## src/rtl/usr_sequencer_if.sv

```systemverilog
// -----------------------------------------------------------------------------
// usr_sequencer_if
// Purpose : Bundles the command handshake and the USR-facing outputs of the
//           USR sequencer. The sequencer connects through the slave modport;
//           the command source / USR side connects through the master modport.
// Signals :
//   cmd_valid   command present (source -> sequencer)
//   cmd_ready   sequencer can accept a command (sequencer -> source)
//   cmd_op      00 LOAD, 01 SHR, 10 SHL, 11 LOAD_SHR
//   cmd_count   number of shift cycles (ignored for LOAD)
//   cmd_data    parallel-load value
//   usr_mode    to USR: 00 HOLD, 01 shift right, 10 shift left, 11 load
//   usr_pdata   registered parallel-load data to USR
//   busy        command in progress
//   done        one-cycle completion pulse
//   shifts_left remaining shift cycles
// -----------------------------------------------------------------------------
interface usr_sequencer_if #(
  parameter int WIDTH = 8,
  parameter int CNT_W = 4
);
  logic             cmd_valid;
  logic             cmd_ready;
  logic [1:0]       cmd_op;
  logic [CNT_W-1:0] cmd_count;
  logic [WIDTH-1:0] cmd_data;
  logic [1:0]       usr_mode;
  logic [WIDTH-1:0] usr_pdata;
  logic             busy;
  logic             done;
  logic [CNT_W-1:0] shifts_left;

  modport master (
    output cmd_valid, cmd_op, cmd_count, cmd_data,
    input  cmd_ready, usr_mode, usr_pdata, busy, done, shifts_left
  );

  modport slave (
    input  cmd_valid, cmd_op, cmd_count, cmd_data,
    output cmd_ready, usr_mode, usr_pdata, busy, done, shifts_left
  );
endinterface

```

## src/rtl/usr_sequencer.sv

```systemverilog
// -----------------------------------------------------------------------------
// usr_sequencer
// Purpose : Command-driven controller that sequences the universal shift
//           register datapath. Accepts LOAD / SHR / SHL / LOAD_SHR commands
//           over a valid/ready handshake, drives the USR mode select and the
//           parallel-load data for the right number of cycles, and reports
//           progress (busy, shifts_left) and completion (done pulse).
// Ports   :
//   clk    system clock, rising edge
//   rst_n  synchronous, active-low reset
//   ena    design enable; low freezes the sequencer
//   bus    usr_sequencer_if.slave (command handshake + USR outputs)
//
// State table
//   state    | meaning
//   ---------+--------------------------------------------------------------
//   ST_IDLE  | waiting for a command, cmd_ready high when enabled
//   ST_LOAD  | one cycle of parallel load (usr_mode=11)
//   ST_SHIFT | shifting, one cycle per remaining count (usr_mode=01/10)
//   ST_DONE  | one-cycle done pulse, then back to idle
// -----------------------------------------------------------------------------
module usr_sequencer #(
  parameter int WIDTH = 8,
  parameter int CNT_W = 4
) (
  input  logic              clk,
  input  logic              rst_n,
  input  logic              ena,
  usr_sequencer_if.slave    bus
);

  typedef enum logic [1:0] {
    ST_IDLE  = 2'd0,
    ST_LOAD  = 2'd1,
    ST_SHIFT = 2'd2,
    ST_DONE  = 2'd3
  } state_t;

  localparam logic [1:0] OP_LOAD     = 2'b00;
  localparam logic [1:0] OP_SHR      = 2'b01;
  localparam logic [1:0] OP_SHL      = 2'b10;
  localparam logic [1:0] OP_LOAD_SHR = 2'b11;

  localparam logic [1:0] MODE_HOLD = 2'b00;
  localparam logic [1:0] MODE_SHR  = 2'b01;
  localparam logic [1:0] MODE_SHL  = 2'b10;
  localparam logic [1:0] MODE_LOAD = 2'b11;

  localparam logic [CNT_W-1:0] CNT_MAX = CNT_W'(WIDTH);
  localparam logic [CNT_W-1:0] CNT_ONE = CNT_W'(1);

  state_t           state_q, state_d;
  logic             dir_left_q, dir_left_d;
  logic [CNT_W-1:0] shifts_left_q, shifts_left_d;
  logic [WIDTH-1:0] usr_pdata_q, usr_pdata_d;
  logic [1:0]       usr_mode_q, usr_mode_d;
  logic             busy_q, busy_d;
  logic             done_q, done_d;

  logic             cmd_fire;
  logic [CNT_W-1:0] cnt_clamped;

  assign bus.cmd_ready = (state_q == ST_IDLE) & ena & rst_n;
  assign cmd_fire      = bus.cmd_valid & bus.cmd_ready;

  // More shifts than the register is wide would only shift in zeros.
  assign cnt_clamped = (bus.cmd_count > CNT_MAX) ? CNT_MAX : bus.cmd_count;

  always_comb begin
    state_d       = state_q;
    dir_left_d    = dir_left_q;
    shifts_left_d = shifts_left_q;
    usr_pdata_d   = usr_pdata_q;

    // With ena low every register simply holds, which is the freeze.
    if (ena) begin
      case (state_q)
        ST_IDLE: begin
          if (cmd_fire) begin
            usr_pdata_d = bus.cmd_data;
            dir_left_d  = (bus.cmd_op == OP_SHL);
            case (bus.cmd_op)
              OP_LOAD: begin
                shifts_left_d = '0;
                state_d       = ST_LOAD;
              end
              OP_LOAD_SHR: begin
                shifts_left_d = cnt_clamped;
                state_d       = ST_LOAD;
              end
              default: begin
                shifts_left_d = cnt_clamped;
                state_d       = (cnt_clamped == '0) ? ST_DONE : ST_SHIFT;
              end
            endcase
          end
        end
        ST_LOAD: begin
          // Only LOAD_SHR can carry a nonzero count into this state.
          state_d = (shifts_left_q != '0) ? ST_SHIFT : ST_DONE;
        end
        ST_SHIFT: begin
          if (shifts_left_q <= CNT_ONE) begin
            shifts_left_d = '0;
            state_d       = ST_DONE;
          end else begin
            shifts_left_d = shifts_left_q - CNT_ONE;
          end
        end
        ST_DONE: begin
          state_d = ST_IDLE;
        end
        default: begin
          state_d = ST_IDLE;
        end
      endcase
    end

    // Output registers carry the decode of the state being entered, so the
    // outputs in any cycle come straight from flops.
    usr_mode_d = MODE_HOLD;
    busy_d     = 1'b0;
    done_d     = 1'b0;
    case (state_d)
      ST_LOAD: begin
        usr_mode_d = MODE_LOAD;
        busy_d     = 1'b1;
      end
      ST_SHIFT: begin
        usr_mode_d = dir_left_d ? MODE_SHL : MODE_SHR;
        busy_d     = 1'b1;
      end
      ST_DONE: begin
        done_d = 1'b1;
      end
      default: begin
        usr_mode_d = MODE_HOLD;
      end
    endcase
  end

  always_ff @(posedge clk) begin
    if (!rst_n) begin
      state_q       <= ST_IDLE;
      dir_left_q    <= 1'b0;
      shifts_left_q <= '0;
      usr_pdata_q   <= '0;
      usr_mode_q    <= MODE_HOLD;
      busy_q        <= 1'b0;
      done_q        <= 1'b0;
    end else begin
      state_q       <= state_d;
      dir_left_q    <= dir_left_d;
      shifts_left_q <= shifts_left_d;
      usr_pdata_q   <= usr_pdata_d;
      usr_mode_q    <= usr_mode_d;
      busy_q        <= busy_d;
      done_q        <= done_d;
    end
  end

  // A frozen cycle must never present an active mode or a done pulse to the
  // USR; the held registers replay them once ena returns, so nothing is lost
  // or duplicated.
  assign bus.usr_mode    = ena ? usr_mode_q : MODE_HOLD;
  assign bus.done        = done_q & ena;
  assign bus.busy        = busy_q;
  assign bus.shifts_left = shifts_left_q;
  assign bus.usr_pdata   = usr_pdata_q;

endmodule

```

## src/flat_wrapper.sv

```systemverilog
// flat-port wrapper written by rule: the top's interface ports become plain ports
module usr_sequencer_flat 
#(
  parameter int WIDTH = 8,
  parameter int CNT_W = 4
)
  (clk, rst_n, ena, bus_cmd_valid, bus_cmd_op, bus_cmd_count, bus_cmd_data, bus_cmd_ready, bus_usr_mode, bus_usr_pdata, bus_busy, bus_done, bus_shifts_left);
  usr_sequencer_if #(.WIDTH(WIDTH), .CNT_W(CNT_W)) bus_i ();
  input  logic clk;
  input  logic rst_n;
  input  logic ena;
  input wire logic [$bits(bus_i.cmd_valid)-1:0] bus_cmd_valid;
  input wire logic [$bits(bus_i.cmd_op)-1:0] bus_cmd_op;
  input wire logic [$bits(bus_i.cmd_count)-1:0] bus_cmd_count;
  input wire logic [$bits(bus_i.cmd_data)-1:0] bus_cmd_data;
  output wire logic [$bits(bus_i.cmd_ready)-1:0] bus_cmd_ready;
  output wire logic [$bits(bus_i.usr_mode)-1:0] bus_usr_mode;
  output wire logic [$bits(bus_i.usr_pdata)-1:0] bus_usr_pdata;
  output wire logic [$bits(bus_i.busy)-1:0] bus_busy;
  output wire logic [$bits(bus_i.done)-1:0] bus_done;
  output wire logic [$bits(bus_i.shifts_left)-1:0] bus_shifts_left;
  assign bus_i.cmd_valid = bus_cmd_valid;
  assign bus_i.cmd_op = bus_cmd_op;
  assign bus_i.cmd_count = bus_cmd_count;
  assign bus_i.cmd_data = bus_cmd_data;
  assign bus_cmd_ready = bus_i.cmd_ready;
  assign bus_usr_mode = bus_i.usr_mode;
  assign bus_usr_pdata = bus_i.usr_pdata;
  assign bus_busy = bus_i.busy;
  assign bus_done = bus_i.done;
  assign bus_shifts_left = bus_i.shifts_left;
  usr_sequencer #(.WIDTH(WIDTH), .CNT_W(CNT_W)) u_core (.clk(clk), .rst_n(rst_n), .ena(ena), .bus(bus_i));
endmodule
```

## config.mk

```make
export PLATFORM = sky130hd
export DESIGN_NAME = usr_sequencer_flat
export DESIGN_NICKNAME = d
export VERILOG_FILES = /design/src/rtl/usr_sequencer_if.sv /design/src/rtl/usr_sequencer.sv /design/src/flat_wrapper.sv
export SDC_FILE = /design/constraint.sdc
export NUM_CORES = 1
export LEC_CHECK = 0
export ABC_AREA = 1
export CAP_MARGIN = 20
export CORE_MARGIN = 2
export CORE_UTILIZATION = 45
export DETAILED_ROUTE_END_ITERATION = 8
export PLACE_DENSITY = 0.76
export SETUP_SLACK_MARGIN = 0.1
export SLEW_MARGIN = 40
export SYNTH_ARGS = -nofsm -noshare
export SYNTH_HDL_FRONTEND = slang
export SYNTH_SLANG_ARGS = --single-unit
```

## constraint.sdc

```tcl
create_clock -name clk -period 3.2 [get_ports clk]
set_input_delay 0.64 -clock clk [delete_from_list [all_inputs] [get_ports clk]]
set_output_delay 0.64 -clock clk [all_outputs]
set_load 0.005 [all_outputs]
```

# Word-level counts from Yosys, hierarchy flattened
# Index checks and enable logic that the tools add are counted.
# W data, S select, Z words.
[op_classes] add_sub_neg=1 mul=0 div_mod_pow=0 magnitude_cmp=2 n_eq_ne=9 n_shift=0 mux=20 bitwise_logic=4 reduce_logical=9
[op_table] operator="$mux W4" n=4
[op_table] operator="$eq A2 B2 Y1 const B" n=6
[op_table] operator="$mux W2" n=6
[op_table] operator="$pmux W2 S4" n=1
[op_table] operator="$pmux W4 S2" n=1
[op_table] operator="$mux W1" n=7
[op_table] operator="$reduce_and A3 Y1" n=2
[op_table] operator="$and A1 B1 Y1" n=4
[op_table] operator="$eq A2 B1 Y1 const B" n=2
[op_table] operator="$gt A4 B4 Y1 const B" n=1
[op_table] operator="$le A4 B1 Y1 const B" n=1
[op_table] operator="$logic_not A2 Y1" n=2
[op_table] operator="$logic_not A4 Y1" n=1
[op_table] operator="$pmux W2 S2" n=1
[op_table] operator="$reduce_bool A4 Y1" n=1
[op_table] operator="$reduce_or A2 Y1" n=2
[op_table] operator="$sub A4 B1 Y4 const B" n=1
[op_table] operator="$ne A2 B1 Y1 const B" n=1
[op_table] operator="$reduce_bool A2 Y1" n=1
[word_totals] regBits=19 latch_bits=0 ramBits=0 mem_bits_ro=0 inputBits=18 output_inout_bits=17 word_cells=52 memories=0

# Depth between registers and ports, before layout
# Gate-level depths: netlist of run 1.
[depth] depth_word=11 depth_mapped=15 mapped_depth_nobuf=15

# Worst setup path after synthesis of run 1
# No wires, ideal clock.
[synth_timing] kind="in2reg" from="input ena" to="register u_core.usr_mode_q[0]" setup_ns=0.070 t_arrival_ns=1.805 t_required_ns=3.130 path_slack_ns=1.325 cell_stages=11 n_path_buf=1 cell_sequence="buf_6 -> nand4_4 -> clkinv_2 -> nand3_2 -> nand2_1 -> nand3_1 -> nand2_2 -> ha_1 -> nor2_1 -> inv_1 -> a21oi_1"
[synth_via] elab_chain_len=8 word_cells_on_any_way=13 cone_classes="2 x eq/ne; 8 x mux; 3 x bitwise"
[synth_rtl] item="start, declared" line_no="flat_wrapper.sv:11" rtl="input logic ena;"
[synth_rtl] item="$and A1 B1 Y1 (2 in series)" line_no="usr_sequencer.sv:63" rtl="assign bus.cmd_ready = (state_q == ST_IDLE) & ena & rst_n;"
[synth_rtl] item="$and A1 B1 Y1" line_no="usr_sequencer.sv:64" rtl="assign cmd_fire = bus.cmd_valid & bus.cmd_ready;"
[synth_rtl] item="$mux W2 or $mux W1 (tied branches)" line_no="usr_sequencer.sv:79" rtl="if (cmd_fire) begin"
[synth_rtl] item="$pmux W2 S4 or $mux W1 (tied branches)" line_no="usr_sequencer.sv:77" rtl="case (state_q)"
[synth_rtl] item="$mux W2 or $mux W1 (tied branches)" line_no="usr_sequencer.sv:76" rtl="if (ena) begin"
[synth_rtl] item="$eq A2 B2 Y1 (tied with other cells)" line_no="usr_sequencer.sv:124" rtl="case (state_d)"
[synth_rtl] item="$pmux W2 S2 *" line_no="usr_sequencer.sv:124"
[synth_rtl] item="end signal, assigned" line_no="usr_sequencer.sv:156" rtl="usr_mode_q <= usr_mode_d;"
[synth_rtl] item="end, declared" line_no="usr_sequencer.sv:56" rtl="logic [1:0] usr_mode_q, usr_mode_d;"
# Mark *: on every way between the ends. The rest lies on a longest branch, timed or not.
# A chain may end at the register's enable or synchronous reset.

# Final worst setup path of run 1
[layout_timing] from="input ena" to="output bus_cmd_ready"
[layout_via] elab_chain_len=2
[layout_rtl] item="$and A1 B1 Y1 (2 in series)" line_no="usr_sequencer.sv:63"
[layout_rtl] item="end, declared" line_no="flat_wrapper.sv:16" rtl="output wire logic [$bits(bus_i.cmd_ready)-1:0] bus_cmd_ready;"
# No other way between the ends.

==> summary.txt, run 1 <==
Run status
  • Status: complete, no violations

Critical path
  • Critical path data required time: 2.56 ns
  • Most used cell, CP: clkdlybuf4s50_1
  • Worst-path fanout max: 8
  • CP Data Arrival Time: 1.99 ns
  • WP buf/inv: 3
  • WS Path Type: in2out
  • Type of element capturing the critical path: output port
  • Slowest-stage cell, CP: clkdlybuf4s50_1
  • Startpoint type of the worst setup path: input pin
  • Cell breakdown of the critical path: clkdlybuf4s50_1 > nand3_1 > inv_1 > clkdlybuf4s50_1
  • Delay of the slowest critical-path stage: 0.66 ns
  • Delay-heaviest family, CP: buffers and inverters

CTS
  • Num CTS Buffers: 3
  • H-tree depth: 1
  • Postcts setup bufs: 0
  • Post-CTS resize count: 0
  • Clock sinks: 19
  • Root buf cell: clkbuf_4
  • Clock Path Buffers: 2
  • Hold buffer count at CTS: 0
  • CTS tree: done
  • Worst-Skew Late Latency: 0.30 ns
  • Clk pin slew, worst setup/hold paths: 0.11 ns

Die
  • Io pins: 35
  • Row count: 17
  • Die width: 53.4 um
  • Initial Utilization: 48.8%
  • Die Span Y: 53.4 um
  • CORE AREA: 2250 um^2
  • Die area: 2860 um^2

Power and ir drop
  • Internal power: 0.000375 W
  • Psw: 0.000164 W
  • Reg power frac: 48.6%
  • Peak supply drop: 263 uV
  • Switching Fraction: 30.4%
  • LEAKAGE: 0.699 nW
  • Combinational cell fraction of total power: 28.1%
  • Overall power: 0.000539 W
  • Clock share of power: 23.3%
  • P per Cell Area: 363 nW/um^2

Global routing
  • Vias in the first global route: 1014
  • First-pass GRT wire length: 4190 um
  • Largest net degree at the start of global routing: 16
  • Total GRT Usage: 20.6%
  • Global route total overflow: 0
  • Initial antenna violation count: 0

STA
  • Worst slew margin: 78.6%
  • Final Hold Violating Endpoints: 0
  • Clock skew: 0.00695 ns
  • Fmax: 381 MHz
  • Post-Route Setup TNS: 0 ns
  • Slew Viols, Final: 0
  • Unrepaired setup endpoints after global routing: no
  • Actual slew at the worst max-slew pin: 0.321 ns
  • Final Setup Violations: 0
  • Final Critical Period: 2.63 ns
  • Tcrit/Tclk final: 82.0%

Final layout
  • Nets: 220
  • ANT cells: 0
  • Final core utilization: 65.8%
  • Final Instance Area: 1480 um^2
  • Layout Area Growth over Synthesis: 34.9%
  • Area of the multi-input gates: 587 um^2
  • Sequential Area: 380 um^2
  • Share of layout cells above drive strength 1: 7.94%
  • Fillers: 225

Place
  • Dpl hpwl: 1970 um
  • PortBufs: 34
  • Area after DPL: 1460 um^2
  • Final Wtd Congestion: 0.832

Run
  • Max-cap viol count: 0

Synth
  • Netlist Area Pre-Place: 1100 um^2
  • EDFF count, synth: 0
  • Post-synth ARST share: 0%
  • Most frequent cell after synthesis: nor2_1
  • Post-synth cell types: 20
  • Mean Syn Cell Area: 7.19 um^2
  • Top cell type's share of synthesized area: 34.6%
  • Register bit total from synthesis: 19
  • Mapped Cells: 153
  • Syn_nets: 183
  • Top_reg_cell synth: dfxtp_1
  • Synth cell count leaders: nor2_1 (28), inv_1 (26), nand2_1 (24), dfxtp_1 (19), o21ai_0 (13)
  • Post-synth top area cell: dfxtp_1
  • Sequential fraction of the synthesis area: 34.6%
  • Top post-synthesis cells by area: dfxtp_1 (35%), ha_1 (14%), nor2_1 (9.6%)
  • Warnings from Yosys: 0

Min path
  • Hold crit path type: reg2reg

Routing
  • Via density: 4.75
  • Final ANT Viol Nets: 0
  • DR vias: 1031
  • DR pass1 iterations: 4
  • Final wirelength: 2500 um
  • Routed len/inst: 11.5 um
  • Post-route DRC violation count: 0
  • First DRT Iteration DRCs: 9
==> sequential cells by signal (all words and copies together) (netlist names) <==
register	cells
u_core.bus.busy	1
u_core.bus.shifts_left	4
u_core.bus.usr_pdata	8
u_core.dir_left_q	1
u_core.done_q	1
u_core.state_q	2
u_core.usr_mode_q	2
==> power groups by stage <==
stage	sequential, W	combinational [W]	clock (W)
3_3_place_gp	0.000267	0.000147	0
5_1_grt	0.000264	0.000173	0.000136
6_report	0.000262	0.000152	0.000126
3_5_place_dp	0.000267	0.000152	0
4_1_cts	0.000262	0.000153	0.000130
2_1_floorplan	0.000267	0.0000870	0
==> through the flow <==
stage	setup WS, ns	hold WS [ns]	instances
6_report	0.575	0.492	217
5_1_grt	0.494	0.519	217
4_1_cts	0.568	0.496	217
3_5_place_dp	0.453	0.480	213
3_3_place_gp	0.555	0.474	213
2_1_floorplan	1.33	0.480	153
==> metal layers <==
metal / up-vias / track usage, % / share of wire, % / routed length (um)
met2: 24 / 35.6 / 50 / 1240
met3: 6 / 4.52 / 4.1 / 102
met4: 0 / 12.4 / 2.3 / 58
li1: 545 / - / - / -
met5: - / 0 / 0 / 0
met1: 456 / 22.7 / 44 / 1100
==> cells by family (layout without fill, tap and decap cells) <==
| logic type | after synthesis | in the layout | synth area share [%] |
|---|---|---|---|
| AND/OR/NAND/NOR | 67 | 67 | 27.1 |
| XOR/XNOR | 2 | 2 | 1.59 |
| flip-flops | 19 | 19 | 34.6 |
| buffers and inverters | 31 | 67 | 12.1 |
| AO/OA/AOI/OAI | 22 | 22 | 11.0 |
| adder cells (fa/ha/maj) | 12 | 12 | 13.7 |
==> worst min-delay path, stage by stage, from the launching register on <==
cell     delay, ns
dfxtp_1       0.32
nor2_1        0.09
nor2_1        0.05
==> cell usage in the layout (no fill, tap or decap), drive strengths merged <==
| master | n |
|---|---|
| buf | 1 |
| nand2 | 28 |
| clkbuf | 3 |
| dfxtp | 19 |
| clkinv | 2 |
| nor2 | 29 |
| clkdlybuf4s50 | 34 |
| nand3 | 9 |
| o21ai | 14 |
| xnor2 | 2 |
| a31oi | 2 |
| nand4 | 1 |
| inv | 27 |
| a21oi | 4 |
| ha | 12 |
| o211ai | 2 |
==> worst paths after layout <==
path	start	end	slack (ns)	depth (start not counted)
min	u_core.bus.usr_pdata[3]$_SDFFE_PN0P_	u_core.bus.usr_pdata[3]$_SDFFE_PN0P_	0.49	2
max reg2reg	u_core.state_q[0]$_SDFF_PN0_	u_core.usr_mode_q[1]$_SDFF_PN0_	1.01	12
min reg2reg	u_core.bus.usr_pdata[3]$_SDFFE_PN0P_	u_core.bus.usr_pdata[3]$_SDFFE_PN0P_	0.49	2
max	ena	bus_cmd_ready	0.57	4
==> final cells by class <==
type	instances	area share, %
multi-input cells	103	39.5
flip-flops and latches	19	25.6
repair buffers	35	23.4
inverters	28	7.17
well taps	28	2.36
clock buffers	3	1.52
clock inverters	1	0.337
(Power assumes the default switching activity.)
==> run 2, diff against run 1 <==
--- a/config.mk
+++ b/config.mk
@@ -8,9 +8,9 @@
 export ABC_AREA = 1
 export CAP_MARGIN = 20
 export CORE_MARGIN = 2
-export CORE_UTILIZATION = 45
+export CORE_UTILIZATION = 41
 export DETAILED_ROUTE_END_ITERATION = 8
-export PLACE_DENSITY = 0.76
+export PLACE_DENSITY = 0.73
 export SETUP_SLACK_MARGIN = 0.1
 export SLEW_MARGIN = 40
 export SYNTH_ARGS = -nofsm -noshare
==> constraint.sdc (replaced) <==
create_clock -name clk -period 2.3 [get_ports clk]
set_input_delay 0.46 -clock clk [delete_from_list [all_inputs] [get_ports clk]]
set_output_delay 0.46 -clock clk [all_outputs]
set_load 0.005 [all_outputs]
==> summary.txt, run 2 (synthesis results as in run 1) <==
Final layout
  • Nets: 225 (+2.3%)
  • Fillers: 232 (+3.1%)
  • Max FFs per register: 8 (unchanged)
  • Commonest non-fill, non-tap cells in the layout: clkdlybuf4s50_1 (32), nor2_1 (28), inv_1 (25)
  • ANT cells: 0 (unchanged)
  • Most common cell after layout, fill and taps aside: clkdlybuf4s50_1
  • Layout Area Growth over Synthesis: 39.6%
  • Share of layout cells above drive strength 1: 11.3% (+3.4 points)

CTS
  • CTS tree: done
  • H-tree depth: 1 (unchanged)
  • Worst-Skew Late Latency: 0.30 ns (about the same)
  • Num CTS Buffers: 3 (unchanged)
  • Clk pin slew, worst setup/hold paths: 0.11 ns (about the same)
  • Clock Path Buffers: 2 (unchanged)
  • Clock sinks: 19 (unchanged)
  • Root buf cell: clkbuf_4
  • Hold buffer count at CTS: 0 (unchanged)

Die
  • CORE AREA: 2500 um^2 (+11%)
  • Die area: 3110 um^2 (+9.0%)
  • Initial Utilization: 44.0% (-4.8 points)
  • Io pins: 35 (unchanged)
  • Row count: 18 (+1)
  • Die width: 55.8 um (+4.4%)
  • Die Span Y: 55.8 um (+4.4%)

Run status
  • Status: complete, no violations

Run
  • Max-cap viol count: 0 (unchanged)

Power and ir drop
  • Peak supply drop: 415 uV (+58%)
  • LEAKAGE: 0.747 nW (+6.9%)
  • P per Cell Area: 490 nW/um^2 (+35%)
  • Overall power: 0.000752 W (+40%)

Place
  • Final Wtd Congestion: 0.772 (-7.2%)
  • Dpl hpwl: 2020 um (+2.4%)
  • PortBufs: 34 (unchanged)

STA
  • Worst slew margin: 84.2% (+5.7 points)
  • Post-Route Setup TNS: 0 ns (unchanged)
  • Final Hold Violating Endpoints: 0 (unchanged)
  • Actual slew at the worst max-slew pin: 0.236 ns (-0.0852 ns)
  • Final Critical Period: 2.12 ns
  • Final Setup Violations: 0 (unchanged)
  • Unrepaired setup endpoints after global routing: no
  • Hold Slack: 0.490 ns (-0.00188 ns)
  • Fmax: 471 MHz
  • Slew Viols, Final: 0 (unchanged)
  • Clock skew: 0.00256 ns (-0.00438 ns)
  • Tcrit/Tclk final: 92.4%

Critical path
  • Worst R2R Path Depth: 15 (+3)
  • CP Data Arrival Time: 1.66 ns (-0.33 ns)
  • Most used cell, CP: clkdlybuf4s50_1
  • Type of element capturing the critical path: output port
  • Worst-path fanout max: 8 (unchanged)
  • Delay of the slowest critical-path stage: 0.50 ns (-0.16 ns)
  • Slowest-stage cell, CP: clkdlybuf4s50_1
  • WP buf/inv: 4 (+1)
  • Worst reg2reg path endpoint: u_core.usr_mode_q[0]$_SDFF_PN0_
  • WS Path Type: in2out
  • Cell breakdown of the critical path: clkdlybuf4s50_1 > buf_6 > nand2_1 > inv_1 > clkdlybuf4s50_1
  • Reg2reg setup slack: 0.44 ns (-0.57 ns)
  • R2r startpoint: u_core.bus.shifts_left[0]$_SDFFE_PN0P_
  • Startpoint type of the worst setup path: input pin
  • Critical path data required time: 1.84 ns (-0.72 ns)
  • Delay-heaviest family, CP: buffers and inverters

Global routing
  • Initial antenna violation count: 0 (unchanged)
  • First-pass GRT wire length: 4170 um (-0.33%)
  • Vias in the first global route: 986 (-2.8%)
  • Total GRT Usage: 16.9% (-3.7 points)
  • Global route total overflow: 0 (unchanged)
  • Largest net degree at the start of global routing: 12 (-4)

Routing
  • First DRT Iteration DRCs: 15 (+6)
  • Routed len/inst: 10.8 um (-6.0%)
  • DR pass1 iterations: 4 (unchanged)
  • Via density: 4.63 (-2.7%)
  • Post-route DRC violation count: 0 (unchanged)
  • Final ANT Viol Nets: 0 (unchanged)
  • Final wirelength: 2430 um (-3.0%)
  • DR vias: 1036 (+0.48%)

Min path
  • Hold crit path type: reg2reg
  • Hold path depth: 2 (unchanged)
  • Min-delay src: u_core.bus.usr_pdata[2]$_SDFFE_PN0P_
  • Min-Delay Endpoint: u_core.bus.usr_pdata[2]$_SDFFE_PN0P_
run 2: cell types whose count changed in the layout (fill, tap and decap cells not counted):
cell             previous run  this run
buf_6                       0         1
inv_1                      26        25
buf_4                       1         5
ha_2                        0         1
inv_2                       1         2
clkdlybuf4s50_1            34        32
ha_1                       12        11
dlymetal6s2s_1              0         2
run 2: worst max path at each step:
| stage | from | end | cells after the start |
|---|---|---|---|
| after floorplan | u_core.state_q[0]$_SDFF_PN0_ | u_core.usr_mode_q[0]$_SDFF_PN0_ | 12 |
| after global placement | rst_n | u_core.usr_mode_q[1]$_SDFF_PN0_ | 9 |
| after global routing | ena | bus_usr_mode[1] | 5 |
| final | ena | bus_done | 5 |
| after CTS | ena | bus_cmd_ready | 5 |
| after detailed placement | bus_cmd_op[1] | u_core.usr_mode_q[0]$_SDFF_PN0_ | 11 |
run 2: stage by stage:
step                cells  util, %  setup slack [ns]  instance area (um^2)
floorplan             153        -             0.495                  1100
global placement      220     59.9            0.0885                  1500
detailed placement    220     59.9            0.0185                  1500
CTS                   224     61.1             0.104                  1530
global route          224     61.4             0.118                  1540
finish                224     61.4             0.175                  1540
run 2: routing by layer:
layer	part of all wire [%]	routed length, um	GRT usage [%]
met1	45	1090	19.4
met4	0.41	10	3.14
met3	3.8	91	5.35
met5	0	0	0
met2	51	1230	30.6
run 2: layout make-up:
type,instances,area [um^2],area share (%)
clock inverter,1,5.00,0.326
timing repair buffer,40,394,25.7
tap,30,37.5,2.44
sequential,19,380,24.8
inverter,28,106,6.93
multi-input combinational,103,589,38.4
clock buffer,3,22.5,1.47
run 2: where the power goes:
group          internal, W  switching [W]  total [W]
combinational     0.000114       0.000108   0.000222
clock            0.0000648       0.000102   0.000167
sequential        0.000352      0.0000120   0.000364
total             0.000530       0.000222   0.000752
run 2: repair_timing:
action | CTS | global route
buffers inserted | 0 | 0
gates resized for setup | 1 | 4
setup endpoints to repair | 1 | 2
run 2: worst min-delay path, delay by kind of cell (launching register included):
kind	cells	cell delay [ns]
flops	1	0.34
simple gates	2	0.12
==> run 3, diff against run 2 <==
--- a/config.mk
+++ b/config.mk
@@ -7,7 +7,7 @@
 export LEC_CHECK = 0
 export ABC_AREA = 1
 export CAP_MARGIN = 20
-export CORE_MARGIN = 2
+export CORE_MARGIN = 3
 export CORE_UTILIZATION = 41
 export DETAILED_ROUTE_END_ITERATION = 8
 export PLACE_DENSITY = 0.73
==> summary.txt, run 3 (synthesis results as in run 1) <==
Run status
  • Status: complete, no violations

Routing
  • Final wirelength: 2480 um (+2.1%)
  • Final ANT Viol Nets: 0 (unchanged)
  • DR vias: 1042 (+0.58%)
  • Post-route DRC violation count: 0 (unchanged)
  • First DRT Iteration DRCs: 17 (+2)
  • Via density: 4.65 (+0.58%)
  • DR pass1 iterations: 4 (unchanged)
  • Routed len/inst: 11.1 um (+2.1%)

Power and ir drop
  • Combinational cell fraction of total power: 29.4% (about the same)
  • Reg power frac: 48.7% (+0.4 points)
  • Overall power: 0.000747 W (-0.70%)
  • LEAKAGE: 0.724 nW (-3.2%)
  • P per Cell Area: 487 nW/um^2 (-0.54%)
  • Peak supply drop: 430 uV (+3.5%)
  • Internal power: 0.000532 W (+0.34%)
  • Switching Fraction: 28.8% (-0.74 points)
  • Clock share of power: 21.9% (-0.3 points)
  • Psw: 0.000215 W (-3.2%)

CTS
  • Postcts setup bufs: 0 (unchanged)
  • Worst-Skew Late Latency: 0.29 ns (about the same)
  • Root buf cell: clkbuf_4
  • CTS tree: done
  • Clock sinks: 19 (unchanged)
  • Clk pin slew, worst setup/hold paths: 0.10 ns (about the same)
  • Num CTS Buffers: 3 (unchanged)
  • Clock Path Buffers: 2 (unchanged)
  • H-tree depth: 1 (unchanged)

Global routing
  • First-pass GRT wire length: 4260 um (+2.2%)
  • Total GRT Usage: 16.0% (-0.86 points)
  • Initial antenna violation count: 0 (unchanged)
  • Global route total overflow: 0 (unchanged)
  • Vias in the first global route: 1053 (+6.8%)
  • Largest net degree at the start of global routing: 11 (-1)

STA
  • Post-Route Setup TNS: 0 ns (unchanged)
  • Final Critical Period: 2.10 ns (-0.0277 ns)
  • Slew Viols, Final: 0 (unchanged)
  • Final Setup Violations: 0 (unchanged)
  • Hold Slack: 0.495 ns (+0.00450 ns)
  • Actual slew at the worst max-slew pin: 0.277 ns (+0.0414 ns)
  • Unrepaired setup endpoints after global routing: no
  • Fmax: 477 MHz (+1.3%)
  • Final Hold Violating Endpoints: 0 (unchanged)
  • Worst slew margin: 81.5% (-2.7 points)
  • Tcrit/Tclk final: 91.2% (-1.2 points)
  • Clock skew: 0.00609 ns (+0.00353 ns)

Critical path
  • Critical path data required time: 1.84 ns (about the same)
  • Type of element capturing the critical path: output port
  • R2r startpoint: u_core.state_q[0]$_SDFF_PN0_
  • Reg2reg setup slack: 0.42 ns (-0.02 ns)
  • Worst setup path end: bus_cmd_ready
  • Worst-path fanout max: 5 (-3)
  • Startpoint type of the worst setup path: register
  • WS Path Type: reg2out
  • CP startpoint: u_core.state_q[0]$_SDFF_PN0_
  • Worst reg2reg path endpoint: u_core.usr_mode_q[1]$_SDFF_PN0_
  • CP Data Arrival Time: 1.64 ns (-0.02 ns)
  • Worst R2R Path Depth: 11 (-4)

Final layout
  • ANT cells: 0 (unchanged)
  • Share of layout cells above drive strength 1: 10.3% (-1.0 points)
  • Commonest non-fill, non-tap cells in the layout: clkdlybuf4s50_1 (32), nor2_1 (28), inv_1 (26)
  • Layout Area Growth over Synthesis: 39.4%
  • Fillers: 248 (+6.9%)
  • Max FFs per register: 8 (unchanged)
  • Final Instance Area: 1530 um^2 (-0.16%)
  • Nets: 225 (unchanged)
  • Final core utilization: 60.8% (-0.65 points)
  • Most common cell after layout, fill and taps aside: clkdlybuf4s50_1

Die
  • Die area: 3340 um^2 (+7.3%)
  • Die Span Y: 57.8 um (+3.6%)
  • Initial Utilization: 43.6% (-0.39 points)
  • Die width: 57.8 um (+3.6%)
  • CORE AREA: 2520 um^2 (+0.90%)
  • Row count: 18 (unchanged)
  • Io pins: 35 (unchanged)

Place
  • Area after DPL: 1500 um^2 (unchanged)
  • PortBufs: 34 (unchanged)
  • Dpl hpwl: 2050 um (+1.7%)
  • Final Wtd Congestion: 0.810 (+4.9%)

Run
  • Max-cap viol count: 0 (unchanged)

Min path
  • Hold crit path type: reg2reg
run 3: worst max-delay path, stage by stage, from the launching register on:
cell             delay (ns)
dfxtp_1                0.34
inv_1                  0.18
ha_4                   0.20
nand3_1                0.07
inv_1                  0.07
clkdlybuf4s50_1        0.49
run 3: worst min path at each step:
| stage | from | endpoint | slack, ns | cells past startpoint |
|---|---|---|---|---|
| after floorplan | u_core.bus.usr_pdata[0]$_SDFFE_PN0P_ | u_core.bus.usr_pdata[0]$_SDFFE_PN0P_ | 0.48 | 2 |
| after global placement | u_core.bus.usr_pdata[2]$_SDFFE_PN0P_ | u_core.bus.usr_pdata[2]$_SDFFE_PN0P_ | 0.46 | 2 |
| after detailed placement | u_core.bus.usr_pdata[7]$_SDFFE_PN0P_ | u_core.bus.usr_pdata[7]$_SDFFE_PN0P_ | 0.48 | 2 |
| after CTS | u_core.bus.usr_pdata[1]$_SDFFE_PN0P_ | u_core.bus.usr_pdata[1]$_SDFFE_PN0P_ | 0.50 | 2 |
| after global routing | u_core.bus.usr_pdata[2]$_SDFFE_PN0P_ | u_core.bus.usr_pdata[2]$_SDFFE_PN0P_ | 0.53 | 2 |
| final | u_core.bus.usr_pdata[4]$_SDFFE_PN0P_ | u_core.bus.usr_pdata[4]$_SDFFE_PN0P_ | 0.49 | 2 |
run 3: cell type report:
type	count	area [um^2]	area share, %
Inverter	28	106	6.94
Sequential cell	19	380	24.8
Timing Repair Buffer	40	383	25.0
Clock buffer	4	26.3	1.71
Multi-Input combinational cell	103	599	39.1
Tap cell	30	37.5	2.45
run 3: layer usage:
metal / vias up / wire (um) / global-route usage (%)
met5: - / 0 / 0
met4: 0 / 12 / 3.64
met3: 2 / 123 / 4.45
met2: 18 / 1270 / 28.5
met1: 467 / 1070 / 19.0
li1: 555 / - / -
run 3: through the flow:
stage | instances | worst slack [ns]
floorplan | 153 | 0.495
global placement | 220 | 0.0510
detailed placement | 220 | -0.0412
CTS | 224 | 0.114
global route | 224 | 0.0960
finish | 224 | 0.203
run 3: what timing repair did:
item | CTS | global route
hold endpoints to repair | 0 | 0
resized for setup | 2 | 2
hold buffers | 0 | 0
endpoints found under the setup margin | 3 | 1
run 3: power by group through the flow:
stage                     sequential [W]  combinational (W)  clock (W)
after floorplan                 0.000371           0.000121          0
after global placement          0.000370           0.000212          0
after detailed placement        0.000372           0.000217          0
after CTS                       0.000364           0.000217   0.000173
after global routing            0.000367           0.000250   0.000186
final                           0.000364           0.000220   0.000163
